`src/rtl/riscv_pkg.sv`:
```
// Shared RV64 fetch definitions: PC width, control-flow opcodes, immediate
// extraction, prediction classes and the fetch-buffer packet.
package riscv_pkg;

    localparam int unsigned PC_W = 48;

    localparam logic [6:0] OP_BRANCH = 7'b1100011;
    localparam logic [6:0] OP_JALR   = 7'b1100111;
    localparam logic [6:0] OP_JAL    = 7'b1101111;

    typedef enum logic [1:0] {
        PK_SEQ,
        PK_JAL,
        PK_BRANCH,
        PK_RET
    } pred_kind_e;

    typedef struct packed {
        logic [31:0]     instr;
        logic [PC_W-1:0] pc;
        logic            pred_taken;
        logic [PC_W-1:0] pred_target;
    } fetch_pkt_t;

    function automatic logic [PC_W-1:0] imm_j(input logic [31:0] i);
        return {{(PC_W-20){i[31]}}, i[19:12], i[20], i[30:21], 1'b0};
    endfunction

    function automatic logic [PC_W-1:0] imm_b(input logic [31:0] i);
        return {{(PC_W-12){i[31]}}, i[7], i[30:25], i[11:8], 1'b0};
    endfunction

    // A return is JALR that discards the link (rd=x0) and jumps through a link register.
    function automatic pred_kind_e classify(input logic [31:0] i);
        if (i[6:0] == OP_JAL)
            return PK_JAL;
        if (i[6:0] == OP_BRANCH)
            return PK_BRANCH;
        if (i[6:0] == OP_JALR && i[11:7] == 5'd0 && (i[19:15] == 5'd1 || i[19:15] == 5'd5))
            return PK_RET;
        return PK_SEQ;
    endfunction

    function automatic logic is_call(input logic [31:0] i);
        return (i[6:0] == OP_JAL || i[6:0] == OP_JALR) && (i[11:7] == 5'd1 || i[11:7] == 5'd5);
    endfunction

endpackage

```
`src/rtl/ifetch_ras.sv`:
```
// Circular return-address stack; a push when full overwrites the oldest entry.
// Instantiated by ifetch_unit only when IFETCH_RAS_EN is defined.
module ifetch_ras
    import riscv_pkg::*;
#(
    parameter int unsigned ras_size = 8
) (
    input  logic            clk,
    input  logic            n_reset,
    input  logic            push,
    input  logic [PC_W-1:0] push_addr,
    input  logic            pop,
    output logic [PC_W-1:0] top_addr,
    output logic            empty
);

    localparam int unsigned PTR_W = $clog2(ras_size);
    localparam logic [PTR_W:0] DEPTH_MAX = (PTR_W+1)'(ras_size);

    logic [PC_W-1:0]  stack_q [ras_size];
    logic [PTR_W-1:0] tos_q;
    logic [PTR_W-1:0] tos_inc;
    logic [PTR_W:0]   depth_q;

    assign tos_inc  = tos_q + 1'b1;
    assign top_addr = stack_q[tos_q];
    assign empty    = (depth_q == '0);

    always_ff @(posedge clk) begin
        if (push)
            stack_q[tos_inc] <= push_addr;
    end

    always_ff @(posedge clk or negedge n_reset) begin
        if (!n_reset) begin
            tos_q   <= '0;
            depth_q <= '0;
        end else if (push) begin
            tos_q <= tos_inc;
            if (depth_q != DEPTH_MAX)
                depth_q <= depth_q + 1'b1;
        end else if (pop && !empty) begin
            tos_q   <= tos_q - 1'b1;
            depth_q <= depth_q - 1'b1;
        end
    end

endmodule

```
`src/rtl/ifetch_unit.sv`:
```
// RV64 instruction fetch: PC register, BHT/JAL/return predictor, 2-entry buffer to decode.
// Define IFETCH_RAS_EN to predict returns through a return-address stack.
module ifetch_unit
    import riscv_pkg::*;
#(
    parameter int unsigned     bht_size = 256,
    parameter int unsigned     ras_size = 8,
    parameter logic [PC_W-1:0] start_pc = '0
) (
    input  logic            clk,
    input  logic            n_reset,
    output logic [PC_W-1:0] pc,
    input  logic [31:0]     instr,
    input  logic            i_ready,
    output logic            if_valid,
    output logic [31:0]     if_instr,
    output logic [PC_W-1:0] if_pc,
    output logic            if_pred_taken,
    output logic [PC_W-1:0] if_pred_target,
    input  logic            id_ready,
    input  logic            ex_redirect,
    input  logic [PC_W-1:0] ex_redirect_pc,
    input  logic            ex_br_valid,
    input  logic [PC_W-1:0] ex_br_pc,
    input  logic            ex_br_taken
);

    localparam int unsigned IDX_W = $clog2(bht_size);

    fetch_pkt_t      buf_q [2];
    logic [1:0]      count_q;
    logic [1:0]      bht_q [bht_size];

    pred_kind_e      kind;
    logic [PC_W-1:0] seq_pc;
    logic            pred_taken;
    logic [PC_W-1:0] pred_target;
    logic [IDX_W-1:0] fetch_idx;
    logic [IDX_W-1:0] train_idx;
    logic            head_pop;
    logic            accept;
    fetch_pkt_t      new_pkt;
    logic            ras_empty;
    logic [PC_W-1:0] ras_top;
    logic            unused_bits;

    assign kind      = classify(instr);
    assign seq_pc    = pc + 48'd4;
    assign fetch_idx = pc[IDX_W+1:2];
    assign train_idx = ex_br_pc[IDX_W+1:2];

    always_comb begin
        pred_taken  = 1'b0;
        pred_target = seq_pc;
        case (kind)
            PK_JAL: begin
                pred_taken  = 1'b1;
                pred_target = pc + imm_j(instr);
            end
            PK_BRANCH: begin
                if (bht_q[fetch_idx][1]) begin
                    pred_taken  = 1'b1;
                    pred_target = pc + imm_b(instr);
                end
            end
            PK_RET: begin
                if (!ras_empty) begin
                    pred_taken  = 1'b1;
                    pred_target = ras_top;
                end
            end
            default: ;
        endcase
    end

`ifdef IFETCH_RAS_EN
    logic ras_push;
    logic ras_pop;

    assign ras_push = accept && is_call(instr);
    assign ras_pop  = accept && (kind == PK_RET) && !ras_empty;

    ifetch_ras #(
        .ras_size(ras_size)
    ) u_ras (
        .clk      (clk),
        .n_reset  (n_reset),
        .push     (ras_push),
        .push_addr(seq_pc),
        .pop      (ras_pop),
        .top_addr (ras_top),
        .empty    (ras_empty)
    );
`else
    logic [31:0] unused_ras_cfg;

    assign ras_empty      = 1'b1;
    assign ras_top        = '0;
    assign unused_ras_cfg = ras_size;
`endif

    assign if_valid       = (count_q != 2'd0);
    assign if_instr       = if_valid ? buf_q[0].instr       : '0;
    assign if_pc          = if_valid ? buf_q[0].pc          : '0;
    assign if_pred_taken  = if_valid ? buf_q[0].pred_taken  : 1'b0;
    assign if_pred_target = if_valid ? buf_q[0].pred_target : '0;

    // Redirect overrides both handshakes: nothing is consumed or accepted that cycle.
    assign head_pop = if_valid && id_ready && !ex_redirect;
    assign accept   = i_ready && (count_q != 2'd2 || head_pop) && !ex_redirect;
    assign new_pkt  = '{instr: instr, pc: pc, pred_taken: pred_taken, pred_target: pred_target};

    assign unused_bits = ^{ex_redirect_pc[1:0], ex_br_pc[PC_W-1:IDX_W+2], ex_br_pc[1:0]};

    always_ff @(posedge clk or negedge n_reset) begin
        if (!n_reset)
            pc <= start_pc;
        else if (ex_redirect)
            pc <= {ex_redirect_pc[PC_W-1:2], 2'b00};
        else if (accept)
            pc <= pred_target;
    end

    always_ff @(posedge clk or negedge n_reset) begin
        if (!n_reset) begin
            count_q  <= '0;
            buf_q[0] <= '0;
            buf_q[1] <= '0;
        end else if (ex_redirect) begin
            count_q <= '0;
        end else begin
            if (head_pop)
                buf_q[0] <= buf_q[1];
            if (accept) begin
                if (count_q == 2'd0 || (count_q == 2'd1 && head_pop))
                    buf_q[0] <= new_pkt;
                else
                    buf_q[1] <= new_pkt;
            end
            count_q <= count_q + {1'b0, accept} - {1'b0, head_pop};
        end
    end

    always_ff @(posedge clk or negedge n_reset) begin
        if (!n_reset) begin
            for (int unsigned i = 0; i < bht_size; i++)
                bht_q[i] <= 2'b01;
        end else if (ex_br_valid) begin
            if (ex_br_taken && bht_q[train_idx] != 2'b11)
                bht_q[train_idx] <= bht_q[train_idx] + 2'b01;
            else if (!ex_br_taken && bht_q[train_idx] != 2'b00)
                bht_q[train_idx] <= bht_q[train_idx] - 2'b01;
        end
    end

endmodule

```
`config.mk`:
```
export PLATFORM = sky130hd
export DESIGN_NAME = ifetch_unit
export DESIGN_NICKNAME = d
export VERILOG_FILES = /design/src/rtl/riscv_pkg.sv /design/src/rtl/ifetch_ras.sv /design/src/rtl/ifetch_unit.sv
export SDC_FILE = /design/constraint.sdc
export NUM_CORES = 2
export LEC_CHECK = 0
export ABC_AREA = 1
export CORE_ASPECT_RATIO = 0.8
export CORE_MARGIN = 2
export CORE_UTILIZATION = 50
export CTS_CLUSTER_SIZE = 12
export DETAILED_ROUTE_END_ITERATION = 10
export PLACE_DENSITY = 0.77
export SLEW_MARGIN = 0
export SYNTH_ARGS = -nofsm -noshare
export SYNTH_HDL_FRONTEND = slang
export SYNTH_SLANG_ARGS = --single-unit
```
`constraint.sdc`:
```
create_clock -name clk -period 4.7 [get_ports clk]
set_input_delay 0.94 -clock clk [delete_from_list [all_inputs] [get_ports clk]]
set_output_delay 0.94 -clock clk [all_outputs]
set_load 0.01 [all_outputs]
```
==> reports/metrics.yaml <==
logic_synthesis:
  postSynthCellCount: 6612
  synth_edf_count: 0
  yosysMostFrequentCell: "nand2_1"
  synth_nets: 6813
  ys_seq_elements: 817
  yosys-top-cells-count: "nand2_1 (1513), nor2_1 (1140), inv_1 (652)"
  synth_top_family_by_area: "simple AND/OR/NAND/NOR gates"
  synth_simple_gate_area_share_pct: 26.98
  post_synth.cell_area_avg_um2: 7.129
  synth_top_area_share_pct: 29.78
  synth-adder-area-share_pct: 1.784
  synth_compound_area_share_pct: 17.10
  yosysSeqAreaShare_pct: 44.05
  synth_top_area_cell: "dfrtp_1"
  ys_top_cells_by_area: "dfrtp_1 (30%), dfstp_2 (14%), nand2_1 (12%)"
  synthArstFlopShare_pct: 100.0
  ys.flop_type: "dfrtp_1"
  syn-cell-area_um2: 47140
  yosys.cell_types.count: 51
  ys_warn_count: 0
  synthXorXnorAreaFrac_pct: 1.486
  synthMuxAreaShare_pct: 0
clock_tree:
  cts_htree_levels: 3
  clock_sinks: 817
  postCtsResizedCells: 0
  cts_tree: "yes"
  cts_root_buffer: "clkbuf_16"
  clock_path_buffers: 3
  cts_buffers: 87
  cts.clk_slew.worst_paths_ps: 70
  ctsHoldBuffers: 0
  post-cts-setup-buffers: 0
  clkLatencyLatePin_ps: 680
power_and_ir_drop:
  ir_worst_vdd_mv: 0.3133
  leakagePower_uw: 0.02516
  power_density_nw_per_um2: 440.6
route:
  drt_pass1_iterations: 9
  drt_iter0_markers: 7003
  route.detailed.drc: 0
  wirelength_um: 193200
  num_vias: 49700
  wl_per_cell_um: 23.50
  vias_per_cell: 6.047
  ant_nets: 0
grt:
  grt_pass1_wl_um: 288200
  overflow: 0
  grt_pass1_vias: 46630
  grt_usage_pct: 39.22
  antenna_found_initial: 12
  grt_max_degree: 150
final_layout:
  drive_gt1_share_pct: 10.58
  fillers: 8331
  area_growth_pct: 18.73
  final_util_pct: 60.04
  layout.nets: 7120
place:
  io_buffers: 269
  place_hpwl_um: 134500
  place.gp.congestion: 1.079
sta:
  hold_violations: 0
  finalCritPeriodShare_pct: 94.24
  finalCriticalPeriod_ps: 4429
  finalMaxSlewViolations: 0
  clock-skew-final_ps: 37.06
  maxSlewHeadroom_pct: 4.119
  fmax_mhz: 225.8
  setup_viol: 0
  rsz0062_at_grt: "no"
  fin_tns_setup_ps: 0
  tightest_slew_ps: 1423
worst_setup_path:
  endpoint_kind: "register"
  critPathRequiredTime_ps: 5300
  crit_arrival_ps: 5030
  worst-setup-path-type: "in -> reg"
  r2r_end: "pc[11]"
  critical_path_peak_fanout: 16
  rr_startpoint: "pc[3]"
  r2r_cells: 18
  r2r_slack_ps: 610
  start_kind: "input port"
job:
  max_cap_violations: 0
floorplan:
  die-area_um2: 96770
  core_um2: 93210
  pin_count: 313
  die_w_um: 347.3
  die_h_um: 278.6
  rows: 100
  start_util_pct: 50.57
hold_path:
  min_path_type: "in -> async"
status:
  status: "finished, final reports clean"
-- layout by cell type (no fill, tap or decap), drive strengths merged, types with 55 or more instances in the layout --
master	n
o21ai	479
dfrtp	561
nand3	359
ha	64
xor2	65
buf	293
a22oi	78
nor2	1145
a21oi	611
clkdlybuf4s50	267
inv	663
nand2	1515
o22ai	184
a31oi	55
dfstp	256
clkbuf	138
-- per-layer routing --
| metal | vias to the layer above | wire, um | GRT usage (%) |
|---|---|---|---|
| li1 | 22190 | - | - |
| met1 | 23500 | 78150 | 56.26 |
| met2 | 3403 | 75550 | 52.06 |
| met3 | 602 | 30390 | 15.08 |
| met4 | 8 | 8962 | 16.66 |
| met5 | - | 138 | 0.9955 |
-- where the power goes --
group	switching [uW]	internal [uW]
registers	854	8490
clock network	3040	4240
logic	5210	2810
-- metrics by stage --
step	worst slack, ps	instance area [um^2]	hold WS (ps)	std cells	total power [uW]
final	270.9	55970	340.7	8219	24660
after global routing	43.14	55970	402.6	8218	25720
after CTS	315.7	55940	359.1	8210	24370
after detailed placement	-329.4	52960	453.2	8054	17110
after global placement	-219.6	52960	448.8	8054	16930
after floorplan	454.7	47140	436.7	6612	13620
-- registers in the layout, indices dropped and copies added, names as in the netlist --
name,count
bht_q,512
count_q,2
buf_q,256
pc,47
-- critical path, stage by stage --
cell and delay, ps:
clkdlybuf4s50_1 640, inv_2 110, nand2_4 140, buf_4 160
buf_4 220, o22ai_1 90, o21ai_0 320, nand4_1 320
a22oi_1 270, nand2_1 70, nand2_1 70, nand2_1 80
nor2_4 120, inv_1 60, ha_1 190, nor2_1 100
o21ai_1 110, buf_12 180, nor2_1 120, inv_1 80
buf_12 150, nor2_1 230, nor2_1 80, a21oi_1 160
-- cell families after synthesis --
kind of cell / count (synthesis)
DFF: 817
buffers and inverters: 1010
xor gates and xnor gates: 80
adders and majority gates: 66
AOI/OAI and AO/OA: 1474
and+or+nand+nor: 3164
other: 1
-- layout make-up --
| class | count | area, um^2 | area share (%) |
|---|---|---|---|
| multi-input combinational | 4785 | 22450 | 40.11 |
| sequential | 817 | 20770 | 37.11 |
| timing repair buffer | 560 | 5703 | 10.19 |
| clock buffer | 138 | 2683 | 4.793 |
| inverter | 668 | 2516 | 4.496 |
| tap | 1224 | 1531 | 2.736 |
| clock inverter | 18 | 295.3 | 0.5276 |
| antenna | 9 | 22.52 | 0.04024 |
-- worst max-delay path by stage --
stage / start / end / cells past startpoint
after global routing: ex_br_pc[2] / bht_q[224] / 25
after detailed placement: ex_br_pc[2] / bht_q[488] / 25
after CTS: ex_br_pc[2] / bht_q[442] / 25
after global placement: ex_br_pc[2] / bht_q[337] / 25
final: ex_br_pc[2] / bht_q[442] / 24
after floorplan: ex_br_pc[2] / bht_q[423] / 23
No activity file was read; power rests on OpenSTA's default activity.
